### config.mk
export PLATFORM = sky130hd
export DESIGN_NAME = alu_multicycle
export DESIGN_NICKNAME = d
export VERILOG_FILES = /design/src/rtl/alu_multicycle.sv
export SDC_FILE = /design/constraint.sdc
export NUM_CORES = 1
export LEC_CHECK = 0
export ABC_AREA = 1
export CAP_MARGIN = 20
export CORE_ASPECT_RATIO = 1.75
export CORE_MARGIN = 1
export CORE_UTILIZATION = 45
export DETAILED_ROUTE_END_ITERATION = 8
export PLACE_DENSITY = 0.76
export RECOVER_POWER = 100
export SYNTH_ARGS = -nofsm -noshare
export SYNTH_HDL_FRONTEND = slang
export SYNTH_SLANG_ARGS = --single-unit
### constraint.sdc
create_clock -name clk -period 2.9 [get_ports clk]
set_clock_uncertainty 0.1 [all_clocks]
set_input_delay 0.725 -clock clk [delete_from_list [all_inputs] [get_ports clk]]
set_output_delay 0.725 -clock clk [all_outputs]
set_load 0.03 [all_outputs]
### src/rtl/alu_multicycle.sv
// Multi-cycle W-bit ALU with persistent flag and fill-mode shifts; ALU_BARREL_SHIFT_EN makes shifts single-cycle.
// Latency: 1 cycle for non-shifts and shamt 0, 1+shamt for iterative shifts (1 for all ops when barrel).
// Backpressure: result held in HOLD until out_ready; in_ready drops while shifting or while a result is stalled.
module alu_multicycle #(
  parameter int W    = 8,
  parameter int SA_W = $clog2(W)
) (
  input  logic            clk,
  input  logic            reset_n,
  input  logic            in_valid,
  output logic            in_ready,
  input  logic [2:0]      op,
  input  logic [1:0]      fill,
  input  logic [W-1:0]    a,
  input  logic [W-1:0]    b,
  input  logic [SA_W-1:0] shamt,
  output logic            out_valid,
  input  logic            out_ready,
  output logic [W-1:0]    res,
  output logic            flag_o,
  output logic            busy
);

  localparam logic [2:0] OP_ADD = 3'b000;
  localparam logic [2:0] OP_SUB = 3'b001;
  localparam logic [2:0] OP_CEQ = 3'b010;
  localparam logic [2:0] OP_CLT = 3'b011;
  localparam logic [2:0] OP_XOR = 3'b100;
  localparam logic [2:0] OP_AND = 3'b101;

  typedef enum logic [1:0] {IDLE, SHIFT, HOLD} state_t;

  state_t         state, nextState;
  logic           accept;
  logic           isShift;
  logic           startShift;
  logic [W-1:0]   aluRes;
  logic           aluFlag;
  logic [W:0]     sum;

  // One shift step: returns {bit shifted out, shifted value}.
  function automatic logic [W:0] shiftStep(input logic [W-1:0] v, input logic left,
                                           input logic [1:0] f, input logic fl);
    logic o;
    logic fb;
    o = left ? v[W-1] : v[0];
    case (f)
      2'b00:   fb = 1'b0;
      2'b01:   fb = 1'b1;
      2'b10:   fb = fl;
      default: fb = o;
    endcase
    shiftStep = left ? {o, v[W-2:0], fb} : {o, fb, v[W-1:1]};
  endfunction

  assign isShift = op[2] & op[1];
  assign accept  = in_valid & in_ready;
  assign sum     = {1'b0, a} + {1'b0, b};

`ifdef ALU_BARREL_SHIFT_EN
  // Unrolled chain of single steps so flag and fill behave exactly like the iterative path.
  function automatic logic [W:0] shiftAll(input logic [W-1:0] v, input logic [SA_W-1:0] amt,
                                          input logic left, input logic [1:0] f, input logic fl);
    logic [W:0] t;
    t = {fl, v};
    for (int i = 0; i < W; i++) begin
      if (i < int'(amt)) t = shiftStep(t[W-1:0], left, f, fl);
    end
    shiftAll = t;
  endfunction

  assign startShift = 1'b0;
`else
  logic [W-1:0]   shReg;
  logic [SA_W-1:0] cnt;
  logic           leftL;
  logic [1:0]     fillL;
  logic           flagL;
  logic [W:0]     stepOut;

  assign startShift = isShift & (shamt != '0);
  assign stepOut    = shiftStep(shReg, leftL, fillL, flagL);
`endif

  always_comb begin
    aluRes  = a;
    aluFlag = flag_o;
    case (op)
      OP_ADD: {aluFlag, aluRes} = sum;
      OP_SUB: begin
        aluRes  = a - b;
        aluFlag = (a < b);
      end
      OP_CEQ: begin
        aluRes  = {{(W-1){1'b0}}, a == b};
        aluFlag = (a == b);
      end
      OP_CLT: begin
        aluRes  = {{(W-1){1'b0}}, $signed(a) < $signed(b)};
        aluFlag = ($signed(a) < $signed(b));
      end
      OP_XOR: aluRes = a ^ b;
      OP_AND: aluRes = a & b;
      default: begin
`ifdef ALU_BARREL_SHIFT_EN
        {aluFlag, aluRes} = shiftAll(a, shamt, ~op[0], fill, flag_o);
`else
        aluRes  = a;
        aluFlag = flag_o;
`endif
      end
    endcase
  end

  always_ff @(posedge clk) begin
    if (!reset_n) state <= IDLE;
    else          state <= nextState;
  end

  always_comb begin
    nextState = state;
    case (state)
      IDLE: if (accept) nextState = startShift ? SHIFT : HOLD;
      SHIFT: begin
`ifdef ALU_BARREL_SHIFT_EN
        nextState = HOLD;
`else
        if (cnt == SA_W'(1)) nextState = HOLD;
`endif
      end
      HOLD: begin
        if (accept)         nextState = startShift ? SHIFT : HOLD;
        else if (out_ready) nextState = IDLE;
      end
      default: nextState = IDLE;
    endcase
  end

  always_comb begin
    in_ready  = reset_n & ((state == IDLE) | ((state == HOLD) & out_ready));
    out_valid = (state == HOLD);
`ifdef ALU_BARREL_SHIFT_EN
    busy      = 1'b0;
`else
    busy      = (state == SHIFT);
`endif
  end

  always_ff @(posedge clk) begin
    if (!reset_n) begin
      res    <= '0;
      flag_o <= 1'b0;
`ifndef ALU_BARREL_SHIFT_EN
      shReg  <= '0;
      cnt    <= '0;
      leftL  <= 1'b0;
      fillL  <= 2'b00;
      flagL  <= 1'b0;
`endif
    end else if (accept) begin
`ifdef ALU_BARREL_SHIFT_EN
      res    <= aluRes;
      flag_o <= aluFlag;
`else
      if (startShift) begin
        shReg <= a;
        cnt   <= shamt;
        leftL <= ~op[0];
        fillL <= fill;
        flagL <= flag_o;
      end else begin
        res    <= aluRes;
        flag_o <= aluFlag;
      end
`endif
    end
`ifndef ALU_BARREL_SHIFT_EN
    else if (state == SHIFT) begin
      shReg <= stepOut[W-1:0];
      cnt   <= cnt - SA_W'(1);
      if (cnt == SA_W'(1)) {flag_o, res} <= stepOut;
    end
`endif
  end

endmodule
; Word level (Yosys, flattened, before mapping)
; Cells that the tools add are included.
; W data, S select, Z words.
[word_totals]
inputBits = 28
elab_cells = 75
latch_bits = 0
romBits = 0
output_inout_bits = 12
mem_count = 0
ff_bits = 26
mem_bits_rw = 0
[classes]
muxes = 25
div_mod_pow = 0
n_eq_ne = 17
multipliers = 0
n_lt_le_gt_ge = 2
n_reduce_logical = 11
add_sub_neg = 3
n_bitwise = 9
shifts = 0
[ops]
columns = operator, count
row1 = $mux W8, 8
row2 = $pmux W8 S6, 1
row3 = $lt A8 B8 Y1, 2
row4 = $mux W2, 5
row5 = $add A8 B8 Y9, 1
row6 = $mux W3, 3
row7 = $and A8 B8 Y8, 1
row8 = $eq A8 B8 Y1, 1
row9 = $sub A8 B8 Y8, 1
row10 = $xor A8 B8 Y8, 1
row11 = $eq A3 B1 Y1 const B, 2
row12 = $eq A3 B2 Y1 const B, 2
row13 = $eq A3 B3 Y1 const B, 2
row14 = $pmux W2 S3, 1
row15 = $reduce_and A3 Y1, 2
row16 = $and A1 B1 Y1, 5
row17 = $mux W1, 5
row18 = $ne A5 B1 Y1 const B, 1
row19 = $eq A2 B1 Y1 const B, 2
row20 = $eq A2 B2 Y1 const B, 2
row21 = $logic_not A2 Y1, 2
row22 = $ne A2 B1 Y1 const B, 2
row23 = $ne A2 B2 Y1 const B, 2
row24 = $pmux W1 S4, 1
row25 = other kinds (10), 12

; Depth between registers and ports, before layout
; Gate-level depths: netlist (run 1).
[depth]
depth_word = 7
ltp_mapped = 13
mapped_depth_nobuf = 13

; Worst setup path after synthesis (run 1)
; OpenSTA, ideal clock, no wires.
[synth_path]
path_type = input port to flip-flop
start = input a[0]
end = register res[0]
arrival_time_ps = 1990
path_buffers = 0
t_required_ps = 2683
setup_ps = 117
path_stages = 12
setup_slack_ps = 692
path_cell_list = inv_1 ha_1 inv_1 fa_1 nand3_1 nand2_1 nand2_1 nand3_1 nand3_1 nand3_1 a21oi_1 nor2_1
[synth_via]
elab_chain_len = 4
word_cells_on_any_way = 9
classes_between = 2 x add/sub / 1 x order compare / 1 x eq/ne / 3 x mux / 2 x bitwise
[synth_lines]
columns = element, line_no
row1 = start: declaration, 14  ; input logic [W-1:0] a,
row2 = $sub A8 B8 Y8 (tied with other cells), 91  ; aluRes = a - b;
row3 = $pmux W8 S6 *, 88  ; case (op)
row4 = $mux W8 *, 165  ; if (startShift) begin
row5 = $mux W8 *, 160  ; end else if (accept) begin
row6 = end signal: assignment, 172  ; res <= aluRes;
row7 = end signal: assignment, 181  ; if (cnt == SA_W'(1)) {flag_o, res} <= stepOut;
row8 = end: declaration, 19  ; output logic [W-1:0] res,
; Mark *: on every way between the ends. The rest lies on a longest branch, timed or not. The select of a mux whose other input is x is not followed.
; A chain may end at the register's enable or synchronous reset.

; Worst setup path in the final report (run 1)
[layout_path]
start = input a[1]
end = register res[7]
[layout_via]
elab_chain_len = 4
word_cells_on_any_way = 5
classes_between = 2 x add/sub / 3 x mux
[layout_lines]
columns = element, line_no
row1 = $sub A8 B8 Y8 or $add A8 B8 Y9 (tied branches), "91, 58"
row2 = $pmux W8 S6 *, 88
row3 = $mux W8 *, 165
row4 = $mux W8 *, 160
; Marked as above.

==> flow_metrics.env, run 1 <==
export IMPL_post_cts_setup_buffers=0
export IMPL_dr_first_iter_drc_count=118
export IMPL_yosys_area_top_type="dfxtp_1"
export IMPL_pre_cts_ws_ps=-16.48
export IMPL_antenna_found_initial=0
export IMPL_p_clk_share_pct=22.9
export IMPL_start_kind="input pin"
export IMPL_synth_async_reset_ratio_pct=0
export IMPL_cellLeakagePower_uw=0.001436
export IMPL_n_antenna_cell=0
export IMPL_max_freq_ghz=0.3794
export IMPL_die_area_sq_um=5861
export IMPL_seqPwrFrac_pct=37.9
export IMPL_place_area_sq_um=2979
export IMPL_cp_max_fo=6
export IMPL_final_core_util_pct=56.72
export IMPL_syn_area_sq_um=2496
export IMPL_crit_start="a[1]"
export IMPL_crit_required_ps=2980
export IMPL_clk_latency_ps=270
export IMPL_violations="DRC"
export IMPL_drtPass1Iterations=6
export IMPL_peakVddDrop_mv=0.1815
export IMPL_layout_drive_gt1_share_pct=7.658
export IMPL_synth_flop_cell="dfxtp_1"
export IMPL_via_count=2767
export IMPL_syn_area_per_cell_sq_um=6.194
export IMPL_r2r_start="state[1]"
export IMPL_post_dp_hpwl_um=5942
export IMPL_rsz0062_at_grt="false"
export IMPL_cts_resized=0
export IMPL_initial_core_util_pct=47.11
export IMPL_slew_headroom_pct=67.91
export IMPL_worstMarginPinSlew_ps=480.2
export IMPL_syn_nets=451
export IMPL_row_count=35
export IMPL_gp_congestion=0.9950
export IMPL_design_area_sq_um=3005
export IMPL_cts_tree="built"
export IMPL_synth_top_area_share_pct=20.85
export IMPL_grt_pass1_vias=2724
export IMPL_die_width_um=58.30
export IMPL_synthTopCellsByArea="dfxtp_1 21%, nand2_1 13%, inv_1 9.3%"
export IMPL_power_density_nw_per_um2=345.1
export IMPL_period_share_pct=90.89
export IMPL_drc=1
export IMPL_drt_wirelength_per_cell_um=14.01
export IMPL_p_sw_share_pct=36.62
export IMPL_ys_ff_latch=26
export IMPL_period_needed_ps=2636
export IMPL_setup_tns_ps=0
export IMPL_syn_inst=403
export IMPL_p_switching_uw=379.8
export IMPL_worst_slack_ps=264.3
export IMPL_die_h_um=100.5
export IMPL_power_frac_comb_pct=39.2
export IMPL_synth_most_common_cell="nand2_1"
export IMPL_grt_pass1_wl_um=12220
export IMPL_yosysSeqAreaShare_pct=20.85
export IMPL_pin_count=40
export IMPL_final_nets=493
export IMPL_clk_path_buf_depth=2
export IMPL_clk_pin_slew_worst_paths_ps=90
export IMPL_cts_hold_buf=0
export IMPL_synth_common_cells="86 x nand2_1, 62 x inv_1, 38 x a21oi_1"
export IMPL_hold_path_class="reg2reg"
export IMPL_htreeDepth=1
export IMPL_synth_edf_count=0
export IMPL_cts_root_buf="clkbuf_8"
export IMPL_grt_use_total_pct=26.77
export IMPL_maxCapViolations=0
export IMPL_synth_distinct_cells=34
export IMPL_setup_viol=0
export IMPL_instances_no_fill=518
export IMPL_area_growth_pct=20.40
export IMPL_numCtsBuffers=3
export IMPL_via_per_inst=5.342
export IMPL_dp_cells=514
export IMPL_hp_start="cnt[2]"
export IMPL_cts_sinks=26
export IMPL_worstSetupPathType="in2reg"
export IMPL_grt_max_degree=24
export IMPL_grt_overflow=0
export IMPL_cp_end_kind="register"
export IMPL_drv_slew=0
export IMPL_drt_wl_total_um=7255
export IMPL_port_buffers=39
export IMPL_power_internal_uw=657.4
export IMPL_core_area_sq_um=5299
export IMPL_yosysWarnings=0
export IMPL_postRouteAntennaNets=0
export IMPL_crit_arrival_ps=2710
export IMPL_status="finished with violations"
export IMPL_hold_viol=0
## flip-flops by register name (all words and copies together) (netlist names)
| register | cells |
|---|---|
| fillL | 2 |
| cnt | 3 |
| shReg | 8 |
| res | 8 |
| flagL | 1 |
| leftL | 1 |
| flag_o | 1 |
| state | 2 |
## worst paths after layout
check	to	slack (ps)	cells past startpoint
worst max-delay path	res[7]	260	12
worst min-delay path	cnt[2]	370	2
worst max register to register	shReg[3]	820	10
worst min register to register	cnt[2]	370	2
## layout by cell type, fill, tap and decap left out
cell / netlist / routed
nor2_1: 31 / 31
o22ai_1: 2 / 2
inv_1: 62 / 62
a21boi_1: 1 / 1
buf_4: 1 / 12
clkinv_2: 1 / 1
nand3_1: 32 / 32
inv_2: 2 / 2
nor2_2: 2 / 2
o211ai_1: 4 / 4
xnor2_1: 2 / 2
a31oi_1: 4 / 4
nand2_4: 3 / 3
clkdlybuf4s50_1: 0 / 26
clkbuf_1: 6 / 2
a21oi_1: 38 / 40
o21ai_0: 24 / 32
fa_1: 2 / 2
o21ai_1: 19 / 14
o21ai_2: 6 / 3
nor3_4: 1 / 1
o21bai_1: 1 / 1
nor3_1: 3 / 3
inv_4: 1 / 1
nand2_1: 86 / 87
dlygate4sd3_1: 0 / 12
clkbuf_8: 0 / 4
ha_1: 18 / 18
o221ai_1: 1 / 1
nand4_1: 6 / 6
o31ai_1: 1 / 1
a21oi_2: 7 / 5
nand3b_1: 1 / 1
dfxtp_1: 26 / 26
## final cells by class
class / instances / area (sq um)
Sequential cell: 26 / 520.5
Multi-Input combinational cell: 296 / 1608
Fill cell: 569 / 2293
Tap cell: 74 / 92.59
Inverter: 66 / 251.5
Timing Repair Buffer: 52 / 478.0
Clock buffer: 4 / 55.05
## cells by family after synthesis
logic type      Yosys count  share of synthesized area, %
simple gates            166                         29.17
fa+ha+maj                20                         10.63
buf+inv                  81                         13.88
flops                    26                         20.85
xor+xnor                  2                        0.7019
compound gates          108                         24.76
## stage by stage
step	hold WS (ps)	total power, uW
after floorplan	338.5	671.9
after global placement	351.0	813.3
after detailed placement	360.5	816.4
after CTS	373.8	1048
after global routing	410.5	1100
final	372.7	1037
## metal layers
layer | track usage (%) | share of wire, % | wire, um | vias to the layer above
li1 | - | - | - | 1398
met1 | 27.12 | 38 | 2740 | 1288
met2 | 53.40 | 56 | 4089 | 62
met3 | 1.412 | 2.4 | 173 | 19
met4 | 12.09 | 3.5 | 252 | 0
met5 | 0 | 0 | 0 | -
## critical path: stages
cell	delay (ps)
dlygate4sd3_1	670
ha_1	350
clkbuf_1	180
nand3_1	100
nand3_1	150
nand2_1	130
nand2_1	80
nand2_1	40
nand3_1	60
nand3_1	90
nand2_1	70
a21oi_1	50
## power groups by stage
stage               sequential [uW]  combinational [uW]  clock (uW)
finish                          393                 407         237
global route                    395                 456         249
CTS                             393                 417         237
detailed placement              402                 415           0
global placement                401                 412           0
floorplan                       416                 256           0
(Power assumes the default switching activity.)
==> run 2, diff against run 1 <==
--- a/config.mk
+++ b/config.mk
@@ -6,7 +6,6 @@
 export NUM_CORES = 1
 export LEC_CHECK = 0
 export ABC_AREA = 1
-export CAP_MARGIN = 20
 export CORE_ASPECT_RATIO = 1.75
 export CORE_MARGIN = 1
 export CORE_UTILIZATION = 45
==> results of run 2 <==
The final DEF is identical to that of run 1; final timing and power are the same.
